**src/rtl/fp_pkg.sv**
```systemverilog
// Shared types, default widths and significand field positions for the normalizer.
// Significand layout, MSB first: [carry | hidden | mantissa | rounding].
package fp_pkg;

    localparam int unsigned DEFAULT_EXPONENT_WIDTH = 8;
    localparam int unsigned DEFAULT_MANTISSA_WIDTH = 23;
    localparam int unsigned DEFAULT_ROUNDING_BITS  = 3;

    typedef enum logic [1:0] {
        IDLE = 2'd0,
        NORM = 2'd1,
        DONE = 2'd2
    } norm_state_t;

    function automatic int unsigned sig_width(input int unsigned mantissa_width,
                                              input int unsigned rounding_bits);
        return mantissa_width + rounding_bits + 2;
    endfunction

    function automatic int unsigned carry_index(input int unsigned mantissa_width,
                                                input int unsigned rounding_bits);
        return mantissa_width + rounding_bits + 1;
    endfunction

    function automatic int unsigned hidden_index(input int unsigned mantissa_width,
                                                 input int unsigned rounding_bits);
        return mantissa_width + rounding_bits;
    endfunction

endpackage

```
**src/rtl/normalize_shift_step.sv**
```systemverilog
// One normalization step: right shift with sticky LSB and exponent +1, or
// left shift and exponent -1, with the range checks done one bit wider.
module normalize_shift_step #(
    parameter int unsigned EXPONENT_WIDTH = 8,
    parameter int unsigned SIG_WIDTH      = 28
) (
    input  logic                      right,
    input  logic [EXPONENT_WIDTH-1:0] exponent,
    input  logic [SIG_WIDTH-1:0]      significand,
    output logic [EXPONENT_WIDTH-1:0] exponent_c,
    output logic [SIG_WIDTH-1:0]      significand_c,
    output logic                      overflow_c,
    output logic                      underflow_c
);

    localparam int unsigned EXT_WIDTH = EXPONENT_WIDTH + 1;

    logic [EXT_WIDTH-1:0] exp_wide;

    always_comb begin
        if (right) begin
            // Bit shifted out is folded into the new LSB so sticky survives.
            significand_c = {1'b0, significand[SIG_WIDTH-1:2], significand[1] | significand[0]};
            exp_wide      = EXT_WIDTH'(exponent) + EXT_WIDTH'(1);
        end else begin
            significand_c = {significand[SIG_WIDTH-2:0], 1'b0};
            exp_wide      = EXT_WIDTH'(exponent) - EXT_WIDTH'(1);
        end
        exponent_c  = exp_wide[EXPONENT_WIDTH-1:0];
        overflow_c  = right & (exp_wide[EXPONENT_WIDTH] | (&exp_wide[EXPONENT_WIDTH-1:0]));
        underflow_c = !right & (exp_wide[EXPONENT_WIDTH] | (exp_wide[EXPONENT_WIDTH-1:0] == '0));
    end

endmodule

```
**src/rtl/result_normalizer.sv**
```systemverilog
// Multi-cycle significand normalizer feeding result_rounder over valid/ready.
// RESULT_NORMALIZER_SUBNORMAL_EN keeps subnormal mantissas; otherwise they flush to zero.
module result_normalizer
    import fp_pkg::*;
#(
    parameter int unsigned EXPONENT_WIDTH = DEFAULT_EXPONENT_WIDTH,
    parameter int unsigned MANTISSA_WIDTH = DEFAULT_MANTISSA_WIDTH,
    parameter int unsigned ROUNDING_BITS  = DEFAULT_ROUNDING_BITS
) (
    input  logic                                                clk,
    input  logic                                                rst_n,
    input  logic                                                in_valid,
    output logic                                                in_ready,
    input  logic [EXPONENT_WIDTH-1:0]                           in_exponent,
    input  logic [sig_width(MANTISSA_WIDTH, ROUNDING_BITS)-1:0] in_significand,
    output logic                                                out_valid,
    input  logic                                                out_ready,
    output logic [EXPONENT_WIDTH-1:0]                           out_exponent,
    output logic [MANTISSA_WIDTH-1:0]                           out_mantissa,
    output logic [ROUNDING_BITS-1:0]                            out_rounding_bits,
    output logic                                                out_overflow
);

    localparam int unsigned SIG_WIDTH  = sig_width(MANTISSA_WIDTH, ROUNDING_BITS);
    localparam int unsigned CARRY_IDX  = carry_index(MANTISSA_WIDTH, ROUNDING_BITS);
    localparam int unsigned HIDDEN_IDX = hidden_index(MANTISSA_WIDTH, ROUNDING_BITS);

    norm_state_t               state, state_next;
    logic [EXPONENT_WIDTH-1:0] exp_q, exp_next;
    logic [SIG_WIDTH-1:0]      sig_q, sig_next;
    logic [EXPONENT_WIDTH-1:0] out_exponent_next;
    logic [MANTISSA_WIDTH-1:0] out_mantissa_next;
    logic [ROUNDING_BITS-1:0]  out_rounding_bits_next;
    logic                      out_overflow_next;
    logic                      in_ready_next, out_valid_next;

    logic                      done_now, res_ovf;
    logic [EXPONENT_WIDTH-1:0] res_exp;
    logic [MANTISSA_WIDTH-1:0] res_mant;
    logic [ROUNDING_BITS-1:0]  res_rb;

    logic [EXPONENT_WIDTH-1:0] step_exponent;
    logic [SIG_WIDTH-1:0]      step_significand;
    logic                      step_overflow, step_underflow;

    // Direction follows the carry bit: carry set means the single right shift.
    normalize_shift_step #(
        .EXPONENT_WIDTH(EXPONENT_WIDTH),
        .SIG_WIDTH     (SIG_WIDTH)
    ) u_step (
        .right        (sig_q[CARRY_IDX]),
        .exponent     (exp_q),
        .significand  (sig_q),
        .exponent_c   (step_exponent),
        .significand_c(step_significand),
        .overflow_c   (step_overflow),
        .underflow_c  (step_underflow)
    );

    always_ff @(posedge clk) begin
        if (!rst_n) begin
            state             <= IDLE;
            exp_q             <= '0;
            sig_q             <= '0;
            out_exponent      <= '0;
            out_mantissa      <= '0;
            out_rounding_bits <= '0;
            out_overflow      <= 1'b0;
            in_ready          <= 1'b1;
            out_valid         <= 1'b0;
        end else begin
            state             <= state_next;
            exp_q             <= exp_next;
            sig_q             <= sig_next;
            out_exponent      <= out_exponent_next;
            out_mantissa      <= out_mantissa_next;
            out_rounding_bits <= out_rounding_bits_next;
            out_overflow      <= out_overflow_next;
            in_ready          <= in_ready_next;
            out_valid         <= out_valid_next;
        end
    end

    always_comb begin
        state_next             = state;
        exp_next               = exp_q;
        sig_next               = sig_q;
        out_exponent_next      = out_exponent;
        out_mantissa_next      = out_mantissa;
        out_rounding_bits_next = out_rounding_bits;
        out_overflow_next      = out_overflow;
        done_now               = 1'b0;
        res_ovf                = 1'b0;
        res_exp                = '0;
        res_mant               = '0;
        res_rb                 = '0;

        case (state)
            IDLE: begin
                if (in_valid) begin
                    exp_next   = in_exponent;
                    sig_next   = in_significand;
                    state_next = NORM;
                end
            end
            NORM: begin
                // Result defaults to all-zero, which is the zero-significand answer.
                done_now = 1'b1;
                if (sig_q == '0) begin
                    res_ovf = 1'b0;
                end else if (&exp_q) begin
                    res_ovf = 1'b1;
                end else if (sig_q[CARRY_IDX]) begin
                    if (step_overflow) begin
                        res_ovf = 1'b1;
                    end else begin
                        res_exp  = step_exponent;
                        res_mant = step_significand[HIDDEN_IDX-1 -: MANTISSA_WIDTH];
                        res_rb   = step_significand[ROUNDING_BITS-1:0];
                    end
                end else if (sig_q[HIDDEN_IDX]) begin
                    res_exp  = exp_q;
                    res_mant = sig_q[HIDDEN_IDX-1 -: MANTISSA_WIDTH];
                    res_rb   = sig_q[ROUNDING_BITS-1:0];
                end else if (step_underflow) begin
`ifdef RESULT_NORMALIZER_SUBNORMAL_EN
                    res_mant = sig_q[HIDDEN_IDX-1 -: MANTISSA_WIDTH];
                    res_rb   = sig_q[ROUNDING_BITS-1:0];
`else
                    res_ovf  = 1'b0;
`endif
                end else begin
                    done_now = 1'b0;
                    exp_next = step_exponent;
                    sig_next = step_significand;
                end
            end
            DONE: begin
                if (out_ready) begin
                    state_next = IDLE;
                end
            end
            default: state_next = IDLE;
        endcase

        if (done_now) begin
            state_next             = DONE;
            out_exponent_next      = res_ovf ? '1 : res_exp;
            out_mantissa_next      = res_mant;
            out_rounding_bits_next = res_rb;
            out_overflow_next      = res_ovf;
        end

        in_ready_next  = (state_next == IDLE);
        out_valid_next = (state_next == DONE);
    end

endmodule

```
**config.mk**
```make
export PLATFORM = sky130hd
export DESIGN_NAME = result_normalizer
export DESIGN_NICKNAME = d
export VERILOG_FILES = /design/src/rtl/fp_pkg.sv /design/src/rtl/normalize_shift_step.sv /design/src/rtl/result_normalizer.sv
export SDC_FILE = /design/constraint.sdc
export NUM_CORES = 1
export LEC_CHECK = 0
export CELL_PAD_IN_SITES_DETAIL_PLACEMENT = 1
export CELL_PAD_IN_SITES_GLOBAL_PLACEMENT = 1
export CORE_MARGIN = 2
export CORE_UTILIZATION = 39
export CTS_CLUSTER_SIZE = 25
export DETAILED_ROUTE_END_ITERATION = 8
export GPL_TIMING_DRIVEN = 0
export PLACE_DENSITY = 0.79
export SYNTH_ARGS = -nofsm -noshare
export SYNTH_HDL_FRONTEND = slang
export SYNTH_SLANG_ARGS = --single-unit
```
**constraint.sdc**
```tcl
create_clock -name clk -period 4.2 [get_ports clk]
set_input_delay 0.63 -clock clk [delete_from_list [all_inputs] [get_ports clk]]
set_output_delay 0.63 -clock clk [all_outputs]
set_load 0.03 [all_outputs]
```
After elaboration in Yosys (flattened, before gate mapping):

Index checks and enable logic that the tools add are counted.

* bits in registers: 75
* input bits: 40
* output and inout port bits: 37
* word-level logic and storage cells: 88

* add/subtract/negate cells: 2
* equal/unequal tests: 9
* multiplexer cells: 50
* bitwise gates (word level): 5
* reductions and logical operators: 11

Operator list (count)
* 28-bit 2-to-1 mux: 7
* 23-bit 2-to-1 mux: 6
* 8-bit 2-to-1 mux: 13
* 28-bit case mux with 2 select lines: 1
* 28-bit zero test: 1
* 3-bit 2-to-1 mux: 6
* 8-bit case mux with 2 select lines: 1
* 8-bit AND reduction: 2
* 2-bit != test (second input constant): 6
* 1-bit 2-to-1 mux: 11
* 8-bit by 1-bit adder with 9-bit output (second input constant): 1
* 9-bit 2-to-1 mux: 1
* 8-bit by 1-bit subtractor with 9-bit output (second input constant): 1
* 8-bit zero test: 1
* 7-bit AND reduction: 1
* 2-bit 2-to-1 mux: 3
* 2-bit case mux with 3 select lines: 1
* 5-bit AND reduction: 1
* 2-bit equality test (second input constant): 2
* 2-bit zero test: 2
* 4-bit AND reduction: 1
* 1-bit OR: 3
* 1-bit AND: 2
* 2-bit by 1-bit equality test with 1-bit output (second input constant): 1
* other kinds (2): 2

Longest topological paths before layout:

* depth after elaboration: 13
* gate-level depth with buffers: 12
* gate-level depth less buffers: 9

Hierarchy:

From an unflattened synthesis, not the netlist that was laid out.

* cell total of the unflattened synthesis: 416
* area, all modules: 4166.5 um^2

Modules (own cells, without submodules)
* result_normalizer: instances 1, cells each 340, area an instance 3478.3 um^2, sequential area each 1501.4 um^2
* normalize_shift_step: instances 1, cells each 76, area an instance 688.2 um^2, sequential area each 0.0 um^2

Worst setup path before layout:

Ideal clock, no wire load.

* kind: register to register
* from: register sig_q[27]
* to: register sig_q[6]
* setup time: 0.119 ns
* data arrival time: 2.974 ns
* required time: 4.081 ns
* path slack: 1.107 ns
* cell stages (with the launch flop): 13
* buffers on the path: 3
* clock period less this slack: 3.093 ns
* cells stage by stage: dfxtp_1 buf_2 clkinv_1 ha_1 a211oi_2 nor2_1 xor2_1 or4_4 buf_6 o21ai_2 buf_2 o22ai_1 o221a_2

* cells in the longest elaborated chain, start to end: 7
* elaborated cells between the ends (all ways): 17
* classes of those cells: eq/ne: 3; mux: 8; bitwise: 2; reduce/logical: 4

RTL lines
* from (decl): RTL line result_normalizer.sv:30 `logic [SIG_WIDTH-1:0] sig_q, sig_next;`
* from (signal assigned): RTL line result_normalizer.sv:74 `sig_q <= sig_next;`
* parallel branches: the longest is 7 deep, another holds 9-bit 2-to-1 mux

Parallel ways; which one is timed is not known. The select of a mux whose other input is x is not followed.
A chain may end at the register's enable or synchronous reset.

Final worst setup path:

* from: register sig_q[27]
* to: register out_exponent[2]

* cells in the longest elaborated chain, start to end: 10
* elaborated cells between the ends (all ways): 26
* classes of those cells: mux: 18; bitwise: 4; reduce/logical: 4

RTL lines
* 9-bit 2-to-1 mux: RTL line normalize_shift_step.sv:21 `if (right) begin`
* 8-bit AND reduction or 8-bit zero test (tied branches): RTL line normalize_shift_step.sv:30, normalize_shift_step.sv:31
* 1-bit OR (on tied branches): RTL line normalize_shift_step.sv:30, normalize_shift_step.sv:31
* 1-bit AND (on tied branches): RTL line normalize_shift_step.sv:30, normalize_shift_step.sv:31
* 8-bit 2-to-1 mux (tied with other cells): RTL line result_normalizer.sv:114 `if (step_overflow) begin`
* 8-bit 2-to-1 mux (tied with other cells): RTL line result_normalizer.sv:113 `end else if (sig_q[CARRY_IDX]) begin`
* 8-bit 2-to-1 mux (tied with other cells): RTL line result_normalizer.sv:111 `end else if (&exp_q) begin`
* 8-bit 2-to-1 mux (tied with other cells): RTL line result_normalizer.sv:109 `if (sig_q == '0) begin`
* 8-bit 2-to-1 mux (tied with other cells): RTL line result_normalizer.sv:98 `case (state)`
* 8-bit 2-to-1 mux or 1-bit 2-to-1 mux (tied branches): RTL line result_normalizer.sv:148, result_normalizer.sv:98
* to (signal assigned): RTL line result_normalizer.sv:75 `out_exponent <= out_exponent_next;`
* to (decl): RTL line result_normalizer.sv:18 `output logic [EXPONENT_WIDTH-1:0] out_exponent,`

Several ways; a longest one is shown, not always the timed one.

==> qor.yml <==
yosysUniqueCellTypes: 62
whs_endpoint: "out_mantissa[17]"
clock_sinks: 75
synthTopCellsByArea: "dfxtp_1 35%, o21ai_0 7.0%, nand2_1 6.1%, o221a_1 5.0%, a21oi_1 5.0%"
area_growth_pct: 27.77
leakage_nw: 1.868
tns_ns: 0
r2r_slack_ns: 0.36
reg2regPathDepth: 11
yosys.area_share.simple_pct: 17.47
finalNetCount: 661
grt_remaining_overflow: 0
fillers: 1320
postSynthAreaPerCell_um2: 8.090
status: "complete, no violations"
yosysMostFrequentCell: "dfxtp_1"
drv_cap: 0
path_max_fanout: 14
ctsHtreeMaxLevel: 3
vias_per_cell: 5.792
period_share_pct: 91.40
period_minus_slack_ns: 3.839
drive_gt1_share_pct: 8.604
vias: 4379
grt_max_degree: 15
yosys.area.top_type_share_pct: 35.42
drtIter0Drc: 241
antenna_cells: 0
ios: 77
syn-instance-count: 524
cts_buffer_depth: 2
drv_slew: 0
synth-xor-area-share_pct: 1.210
peakVddDrop_mv: 0.1807
synth-edff-count: 0
core_area_um2: 10700
hold_start: "out_mantissa[17]"
hold_viol: 0
critical_path_required_ns: 4.50
drtAntennaViolNets: 0
seq_area_frac_synth_pct: 35.42
tightest_slew_ns: 0.7931
netSwitchingFraction_pct: 39.35
hold_class: "register to register"
synthAdderAreaFrac_pct: 3.129
synth_top_area_cell: "dfxtp_1"
numPortBuffers: 76
synth_common_cells: "75 x dfxtp_1, 69 x nand2_1, 59 x o21ai_0"
clock_skew_ns: 0.01372
power_frac_comb_pct: 40.7
cts-root-buf: "clkbuf_8"
synth-compound-area-share_pct: 32.32
worst_slack_ns: 0.3611
wl_per_cell_um: 18.96
critPathKind: "register to register"
synthMuxAreaShare_pct: 3.040
power_mw: 2.658
grt_usage_pct: 25.57
post_cts_buffers: 0
synthArstFlopShare_pct: 0
cts_made_buffers: 9
synth_top_family_by_area: "compound AO/OA/AOI/OAI gates"
clk_pin_slew_ns: 0.08
gp_routability_congestion: 0.8536
place_ws_ns: 0.3132
die_y_um: 108.3
grt_pass1_wl_um: 23080
dp.final_hpwl_um: 10680
rsz0062_at_grt: "false"
r2r-end: "out_exponent[2]"
p_sw_mw: 1.046
reg2reg_from: "sig_q[27]"
powerDensity_nw_per_um2: 490.8
intPower_mw: 1.612
die_w_um: 108.3
clockPowerShare_pct: 25.3
cp-end-kind: "register"
insertion_delay_ns: 0.38
firstDrtPassIters: 4
clock.fmax_mhz: 260.5
cts_tree: "done"
syn_area_um2: 4239
rows: 38
drc: 0
wl_um: 14340
synthFlopType: "dfxtp_1"
ys_ff_latch: 75
sequentialPowerShare_pct: 33.9
crit_arrival_ns: 4.13
initial_core_util_pct: 39.63
setup_viol: 0
relSlewSlack_pct: 46.65
grt_pass1_vias: 4413
cp-start-kind: "register"
ys_warn_count: 0
synth_fp_nets: 574
grt_antenna_before_repair: 0
holdPathStages: 2
dieArea_um2: 11720
==> worst max-delay path by stage <==
stage | startpoint | endpoint | slack (ns) | cells past startpoint
5_1_grt | sig_q[27] | out_exponent[2] | 0.11 | 11
3_5_place_dp | sig_q[27] | out_exponent[2] | 0.31 | 11
4_1_cts | sig_q[27] | out_exponent[2] | 0.23 | 11
3_3_place_gp | sig_q[27] | out_exponent[2] | 0.39 | 11
2_1_floorplan | sig_q[27] | sig_q[6] | 1.11 | 12
6_report | sig_q[27] | out_exponent[2] | 0.36 | 11
==> final cells by class <==
| class | count | area, µm² | area share (%) |
|---|---|---|---|
| tap | 140 | 175.2 | 3.234 |
| clock inverter | 3 | 68.82 | 1.271 |
| multi-input combinational | 379 | 2424 | 44.74 |
| timing repair buffer | 76 | 760.7 | 14.04 |
| buffer | 44 | 216.5 | 3.996 |
| clock buffer | 13 | 168.9 | 3.119 |
| sequential | 75 | 1501 | 27.72 |
| inverter | 26 | 101.3 | 1.871 |
==> sequential cells by signal (all words and copies together), names as in the netlist <==
| register | count |
|---|---|
| exp_q | 8 |
| in_ready | 1 |
| out_exponent | 8 |
| out_mantissa | 23 |
| out_overflow | 1 |
| out_rounding_bits | 3 |
| out_valid | 1 |
| sig_q | 28 |
| state | 2 |
==> power by group through the flow <==
stage                     clock network (mW)  logic, mW  registers (mW)
after floorplan                            0      0.726           0.916
after global placement                     0       1.04           0.910
after detailed placement                   0       1.07           0.915
after CTS                              0.681       1.07           0.899
after global routing                   0.711       1.19           0.913
final                                  0.674       1.08           0.902
==> layer usage <==
| metal | track usage, % | vias up | part of all wire (%) | wire length [µm] |
|---|---|---|---|---|
| met5 | 0 | - | 0 | 0 |
| met4 | 8.333 | 0 | 2.2 | 313 |
| met3 | 4.340 | 22 | 4.6 | 666 |
| met2 | 41.78 | 122 | 47 | 6703 |
| met1 | 34.33 | 2147 | 46 | 6654 |
| li1 | - | 2088 | - | - |
==> what timing repair did <==
item	4_1_cts	5_1_grt
gates resized for setup	0	1
setup endpoints to repair	0	2
hold buffers	0	0
==> critical path, stage by stage, from the launching register on <==
cell and delay (ns):
dfxtp_1 0.37, buf_2 0.26, clkinvlp_4 0.32, ha_1 0.42, nor2b_1 0.18, o2111ai_1 0.51
nand3_1 0.18, a31oi_1 0.18, o31a_1 0.38, clkbuf_1 0.45, o21ai_0 0.30, a31oi_1 0.21
==> placed cells by master, fill, tap and decap left out, types with 12 or more instances in the layout <==
master | netlist | final
a21oi_1 | 42 | 42
clkbuf_1 | 25 | 26
clkbuf_8 | 0 | 12
clkdlybuf4s50_1 | 0 | 76
dfxtp_1 | 75 | 75
inv_1 | 25 | 25
nand2_1 | 69 | 69
nor2_1 | 13 | 13
nor2b_1 | 25 | 25
o21ai_0 | 59 | 59
o221a_1 | 19 | 19
o22ai_1 | 21 | 21
==> logic make-up after synthesis <==
logic type                 after synthesis
AOI/OAI and AO/OA                      201
xor gates and xnor gates                 5
and+or+nand+nor                        151
DFF                                     75
adders and majority gates               10
muxes                                   12
buffers and inverters                   70
==> metrics by stage <==
| stage | cells | utilization (%) | hold slack, ns | instance area [µm²] |
|---|---|---|---|---|
| finish | 756 | 50.63 | 0.4724 | 5416 |
| global route | 756 | 50.63 | 0.5002 | 5416 |
| CTS | 756 | 50.60 | 0.4773 | 5413 |
| detailed placement | 740 | 48.37 | 0.4659 | 5175 |
| global placement | 740 | 48.37 | 0.4619 | 5175 |
| floorplan | 524 | - | 0.4733 | 4239 |
(Power assumes the default switching activity.)
